<file path="src/rtl/lut_precompute_ctrl_pkg.sv">
// lut_precompute_ctrl_pkg: shared state encoding and sizing constants for the LUT precompute sequencer
package lut_precompute_ctrl_pkg;
  localparam int DATA_W = 32;
  localparam int GROUP_SIZE = 3;
  typedef enum logic [2:0] {
    S_IDLE    = 3'd0,
    S_F0      = 3'd1,
    S_F1      = 3'd2,
    S_F2      = 3'd3,
    S_F3      = 3'd4,
    S_LOAD    = 3'd5,
    S_COMPUTE = 3'd6,
    S_DONE    = 3'd7
  } state_e;
endpackage

</file>
<file path="src/rtl/lut_precompute_ctrl_dff.sv">
// lut_precompute_ctrl_dff: enabled register with asynchronous active-low reset
module lut_precompute_ctrl_dff #(
  parameter int W = 32
) (
  input  logic         clk,
  input  logic         rst_n_i,
  input  logic         en_i,
  input  logic [W-1:0] d_i,
  output logic [W-1:0] q_o
);
  always_ff @(posedge clk or negedge rst_n_i)
    if (!rst_n_i) q_o <= '0;
    else if (en_i) q_o <= d_i;
endmodule

</file>
<file path="src/rtl/lut_precompute_ctrl.sv">
// lut_precompute_ctrl: walks activations in groups of three, loads the LUT preprocessor and streams one row beat per weight row
module lut_precompute_ctrl #(
  parameter int DATA_W   = lut_precompute_ctrl_pkg::DATA_W,
  parameter int ADDR_W   = 10,
  parameter int NUM_ROWS = 8,
  parameter int ROW_W    = $clog2(NUM_ROWS)
) (
  input  logic              clk,
  input  logic              rst_n_i,
  input  logic              start_i,
  input  logic [ADDR_W:0]   k_len_i,
  output logic              busy_o,
  output logic              done_o,
  output logic              act_rd_en_o,
  output logic [ADDR_W-1:0] act_rd_addr_o,
  input  logic [DATA_W-1:0] act_rd_data_i,
  output logic [DATA_W-1:0] act0_o,
  output logic [DATA_W-1:0] act1_o,
  output logic [DATA_W-1:0] act2_o,
  output logic              pre_dff_en_o,
  output logic              lut_valid_o,
  input  logic              lut_ready_i,
  output logic [ROW_W-1:0]  row_idx_o,
  output logic [ADDR_W-1:0] group_idx_o
);
  import lut_precompute_ctrl_pkg::*;
  localparam int BW = ADDR_W + 2;
  state_e state_q, state_d;
  logic [ADDR_W:0] k_q, k_d;
  logic [ADDR_W-1:0] g_q, g_d, rd_addr_q;
  logic [BW-1:0] base_q, base_d, addr_d;
  logic [ROW_W-1:0] row_q, row_d;
  logic busy_q, done_q, rd_en_q, rd_vld_q, pre_q, valid_q;
  logic accept, last_row, last_grp, clr;
  logic [2:0] cap;
  logic [DATA_W-1:0] act_d;
  logic [DATA_W-1:0] act_q [3];
  always_comb begin
    accept   = valid_q & lut_ready_i;
    last_row = row_q == ROW_W'(NUM_ROWS - 1);
    last_grp = (base_q + BW'(GROUP_SIZE)) >= BW'(k_q);
    state_d  = state_q;
    k_d      = k_q;
    g_d      = g_q;
    base_d   = base_q;
    row_d    = row_q;
    case (state_q)
      S_IDLE: if (start_i) begin
        k_d     = k_len_i;
        g_d     = '0;
        base_d  = '0;
        state_d = (k_len_i == '0) ? S_DONE : S_F0;
      end
      S_F0:    state_d = S_F1;
      S_F1:    state_d = S_F2;
      S_F2:    state_d = S_F3;
      S_F3:    state_d = S_LOAD;
      S_LOAD:  state_d = S_COMPUTE;
      S_COMPUTE: if (accept) begin
        row_d = last_row ? '0 : row_q + ROW_W'(1);
        if (last_row) begin
          state_d = last_grp ? S_DONE : S_F0;
          g_d     = last_grp ? g_q : g_q + ADDR_W'(1);
          base_d  = last_grp ? base_q : base_q + BW'(GROUP_SIZE);
        end
      end
      S_DONE: begin
        state_d = S_IDLE;
        g_d     = '0;
        base_d  = '0;
      end
      default: state_d = S_IDLE;
    endcase
    addr_d = base_d + (state_d == S_F1 ? BW'(1) : state_d == S_F2 ? BW'(2) : BW'(0));
  end
  // outputs are registered from next-state so they line up with the state they describe
  always_ff @(posedge clk or negedge rst_n_i)
    if (!rst_n_i) begin
      state_q   <= S_IDLE;
      k_q       <= '0;
      g_q       <= '0;
      base_q    <= '0;
      row_q     <= '0;
      busy_q    <= 1'b0;
      done_q    <= 1'b0;
      rd_en_q   <= 1'b0;
      rd_vld_q  <= 1'b0;
      rd_addr_q <= '0;
      pre_q     <= 1'b0;
      valid_q   <= 1'b0;
    end else begin
      state_q   <= state_d;
      k_q       <= k_d;
      g_q       <= g_d;
      base_q    <= base_d;
      row_q     <= row_d;
      busy_q    <= !(state_d inside {S_IDLE, S_DONE});
      done_q    <= state_d == S_DONE;
      rd_en_q   <= (state_d inside {S_F0, S_F1, S_F2}) && (addr_d < BW'(k_d));
      rd_vld_q  <= rd_en_q;
      rd_addr_q <= addr_d[ADDR_W-1:0];
      pre_q     <= state_d == S_LOAD;
      valid_q   <= state_d == S_COMPUTE;
    end
  assign clr   = state_d == S_F0;
  assign cap   = {state_q == S_F3, state_q == S_F2, state_q == S_F1};
  assign act_d = (!clr && rd_vld_q) ? act_rd_data_i : '0;
  for (genvar i = 0; i < 3; i++) begin : g_act
    lut_precompute_ctrl_dff #(.W(DATA_W)) u_act (
      .clk     (clk),
      .rst_n_i (rst_n_i),
      .en_i    (clr | cap[i]),
      .d_i     (act_d),
      .q_o     (act_q[i])
    );
  end
  assign act0_o        = act_q[0];
  assign act1_o        = act_q[1];
  assign act2_o        = act_q[2];
  assign busy_o        = busy_q;
  assign done_o        = done_q;
  assign act_rd_en_o   = rd_en_q;
  assign act_rd_addr_o = rd_addr_q;
  assign pre_dff_en_o  = pre_q;
  assign lut_valid_o   = valid_q;
  assign row_idx_o     = row_q;
  assign group_idx_o   = g_q;
endmodule
</file>
<file path="config.mk">
export PLATFORM = sky130hd
export DESIGN_NAME = lut_precompute_ctrl
export DESIGN_NICKNAME = d
export VERILOG_FILES = /design/src/rtl/lut_precompute_ctrl_pkg.sv /design/src/rtl/lut_precompute_ctrl_dff.sv /design/src/rtl/lut_precompute_ctrl.sv
export SDC_FILE = /design/constraint.sdc
export NUM_CORES = 1
export LEC_CHECK = 0
export ABC_CLOCK_PERIOD_IN_PS = 10200
export CAP_MARGIN = 40
export CORE_ASPECT_RATIO = 1.2
export CORE_MARGIN = 2
export CORE_UTILIZATION = 50
export CTS_BUF_LIST = sky130_fd_sc_hd__clkbuf_2 sky130_fd_sc_hd__clkbuf_4 sky130_fd_sc_hd__clkbuf_8
export CTS_CLUSTER_DIAMETER = 60
export DETAILED_ROUTE_END_ITERATION = 6
export PLACE_DENSITY = 0.88
export SYNTH_ARGS = -nofsm -noshare
export SYNTH_HDL_FRONTEND = slang
export SYNTH_HIERARCHICAL = 1
export SYNTH_SLANG_ARGS = --single-unit
</file>
<file path="constraint.sdc">
create_clock -name clk -period 10.2 [get_ports clk]
set_input_delay 2.04 -clock clk [delete_from_list [all_inputs] [get_ports clk]]
set_output_delay 2.04 -clock clk [all_outputs]
set_load 0.01 [all_outputs]
</file>
==> run summary <==
asr flop ratio synth: 100%
CTS clk-pin slew, worst paths: 0.09 ns
GP Congestion: 0.940
clock tree buffer depth: 2
Pleak: 4.70 nW
critical path fanouts, max: 6
sequential element share of the synthesized area: 48.7%
CTS Buf Count: 17
hpwl dp: 15000 µm
Top Ports: 171
Layout Cells excl Fill: 988
total grt overflow: 0
# hold bufs at CTS: 0
# setup viols final: 0
Routed WL: 20400 µm
FF+latch count, synth: 151
global-route wire length before repair: 32100 µm
max cap viols: 0
CTS root buffer: clkbuf_8
worst vdd ir: 0.144 mV
drt drc: 0
RSZ-0062 raised after global routing: false
H-tree depth: 4
diode count: 0
final setup margin: 3.63 ns
FF-to-FF path depth: 27
Crit. End Element: register
total global-route track usage: 25.0%
nets: 846
CTS tree: yes
fin crit share: 64.4%
Max Fclk: 152 MHz
DRT iter0 DRCs: 465
Mapped Area: 7760 µm²
layout cells sized above 1: 22.7%
Util after Layout: 65.7%
EDFF count, synth: 0
Primary FF master, synth: dfrtp_1
Routed WL per cell: 20.6 µm
Final TNS setup: 0 ns
Relative slew margins: 47.0%
DR vias: 5488
hold path cells: 0
crit path kind: in2reg
Skew-Pair Late Insertion Delay: 0.47 ns
PwrDens: 303 nW/µm²
full die area: 16500 µm²
total power: 3.00 mW
CORE AREA: 15100 µm²
DRT Pass-1 Iters: 5
row count: 49
CP required: 10.60 ns
Syn Area/Cell: 12.9 µm²
skew final: 0.0148 ns
# Post-CTS Setup Buffers: 0
Placed Cells incl. Taps: 956
IO Port Bufs: 170
Post-DRT Antenna Nets: 0
measured slew at the worst slew-check pin: 0.790 ns
pre-CTS WS: 3.18 ns
startpoint types: input pin
final hold viol count: 0
largest net degree at the start of global routing: 69
count of cell types in the netlist: 76
Pins Over Slew Limit: 0
worst min path class: reg2reg
via count of the first global-routing pass: 5697
worst path arrival time: 6.96 ns
Initial Util: 51.4%
Resized Gates After CTS: 0
synth warn: 6
Die H: 140 µm
Tmin final: 6.57 ns
outcome: completed
setup slack, reg-to-reg: 3.68 ns
clock sinks: 151
Via-to-Cell Ratio: 5.55
Mapped Cells: 601
Die X: 118 µm
initial antenna violation count: 0
Syn Nets: 676
area growth from synthesis to layout: 27.7%
worst max-delay path, cell delays in order:
cell             delay, ns
clkdlybuf4s50_1       0.47
nand3_1               0.13
a211o_1               0.33
a221oi_2              0.39
nand2_1               0.22
a21oi_1               0.40
o22ai_1               0.23
ha_1                  0.32
a21oi_1               0.07
or4_4                 0.59
xnor2_1               0.21
ha_1                  0.28
a21o_1                0.17
a21o_1                0.17
a21o_1                0.16
a211oi_1              0.28
o21a_1                0.16
a311o_2               0.11
nand3_1               0.07
mux2i_1               0.14
logic make-up after synthesis:
logic type | synth area share (%)
mux | 19.1
compound gates | 7.10
xor+xnor | 2.82
simple gates | 11.9
buf+inv | 5.73
fa+ha+maj | 4.61
flops | 48.7
report_power, final:
group | total (mW) | internal [mW] | switching, mW | leakage, nW
sequential | 1.01 | 0.839 | 0.168 | 2.02
combinational | 1.57 | 0.870 | 0.701 | 2.51
clock | 0.421 | 0.172 | 0.249 | 0.168
total | 3.00 | 1.88 | 1.12 | 4.70
per-layer routing:
| layer | vias to the layer above | share of wire, % | GRT usage (%) |
|---|---|---|---|
| met3 | 41 | 5.6 | 5.25 |
| met5 | - | 0 | 0 |
| met4 | 0 | 2.4 | 10.0 |
| met1 | 2722 | 41 | 30.9 |
| met2 | 265 | 51 | 42.7 |
| li1 | 2460 | - | - |
registers in the layout, summed over array words and instances, names as in the netlist:
name / cells
rd_vld_q: 1
act_rd_addr_o: 10
row_idx_o: 3
state_q: 3
pre_dff_en_o: 1
busy_o: 1
k_q: 11
g_act.u_act/q_o: 96
act_rd_en_o: 1
base_q: 12
done_o: 1
lut_valid_o: 1
group_idx_o: 10
cell usage after synthesis, types with 2 or more instances:
master | instances | area (µm²)
a221oi_1 | 2 | 17.5
a21boi_0 | 3 | 22.5
nand3b_1 | 2 | 15.0
a21o_1 | 4 | 30.0
nor2b_1 | 3 | 18.8
a211oi_2 | 2 | 25.0
buf_12 | 9 | 180
inv_1 | 39 | 146
and3_1 | 37 | 231
a21oi_1 | 19 | 95.1
nand3_1 | 14 | 70.1
buf_2 | 2 | 10.0
and4_1 | 2 | 17.5
nand4_2 | 3 | 37.5
o21a_1 | 4 | 30.0
nor3b_1 | 2 | 15.0
nor2_1 | 33 | 124
a31o_2 | 2 | 17.5
dfrtp_1 | 151 | 3780
mux2_4 | 90 | 1350
nor3_2 | 2 | 20.0
xor2_1 | 8 | 70.1
and3_2 | 2 | 15.0
o21ai_4 | 2 | 32.5
a31oi_1 | 3 | 18.8
nand4_1 | 5 | 31.3
buf_6 | 5 | 56.3
or4_4 | 2 | 22.5
ha_1 | 27 | 338
nor3_1 | 10 | 50.1
nor4_1 | 3 | 18.8
mux2i_1 | 2 | 20.0
clkbuf_1 | 9 | 33.8
xnor2_1 | 17 | 149
o21ai_0 | 9 | 45.0
mux2_2 | 10 | 113
nand2_1 | 23 | 86.3
through the flow:
stage                     area, µm²  hold slack [ns]
after global placement         9470            0.436
final                          9910            0.467
after detailed placement       9550            0.443
after floorplan                7760            0.416
after CTS                      9910            0.468
after global routing           9910            0.485
path summary, 6_finish.rpt:
path	startpoint	to
worst max-delay path	lut_ready_i	act_rd_en_o$_DFF_PN0_
worst min-delay path	act_rd_en_o$_DFF_PN0_	rd_vld_q$_DFF_PN0_
worst max register to register	base_q[0]$_DFF_PN0_	act_rd_en_o$_DFF_PN0_
worst min register to register	act_rd_en_o$_DFF_PN0_	rd_vld_q$_DFF_PN0_
max in group asynchronous	rst_n_i	g_act[1].u_act/q_o[27]$_DFFE_PN0P_
min in group asynchronous	rst_n_i	g_act[0].u_act/q_o[6]$_DFFE_PN0P_
final cells by class:
cell class / instances / area (µm²)
inverter: 39 / 146
fill: 1085 / 5170
multi-input combinational: 384 / 3550
timing repair buffer: 178 / 1820
clock buffer: 17 / 234
tap: 204 / 255
clock inverter: 15 / 123
sequential: 151 / 3780
placed cells by master, fill, tap and decap left out, types with 3 or more instances in the layout:
master / synthesis / final
ha_1: 27 / 27
nor4_1: 3 / 3
and3_1: 37 / 37
xor2_1: 8 / 8
clkdlybuf4s50_1: 0 / 169
a21o_1: 4 / 4
mux2_4: 90 / 90
mux2_2: 10 / 10
clkinvlp_4: 0 / 5
nand4_1: 5 / 5
inv_1: 39 / 38
a21boi_0: 3 / 3
nor2b_1: 3 / 3
o21a_1: 4 / 4
buf_4: 0 / 4
dfrtp_1: 151 / 151
clkbuf_8: 1 / 17
nand3_1: 14 / 14
nor2_1: 33 / 32
o21ai_0: 9 / 9
clkinv_4: 0 / 4
nand2_1: 23 / 22
nor3_1: 10 / 10
xnor2_1: 17 / 17
nand4_2: 3 / 3
a21oi_1: 19 / 19
a31oi_1: 3 / 3
(Power assumes the default switching activity.)
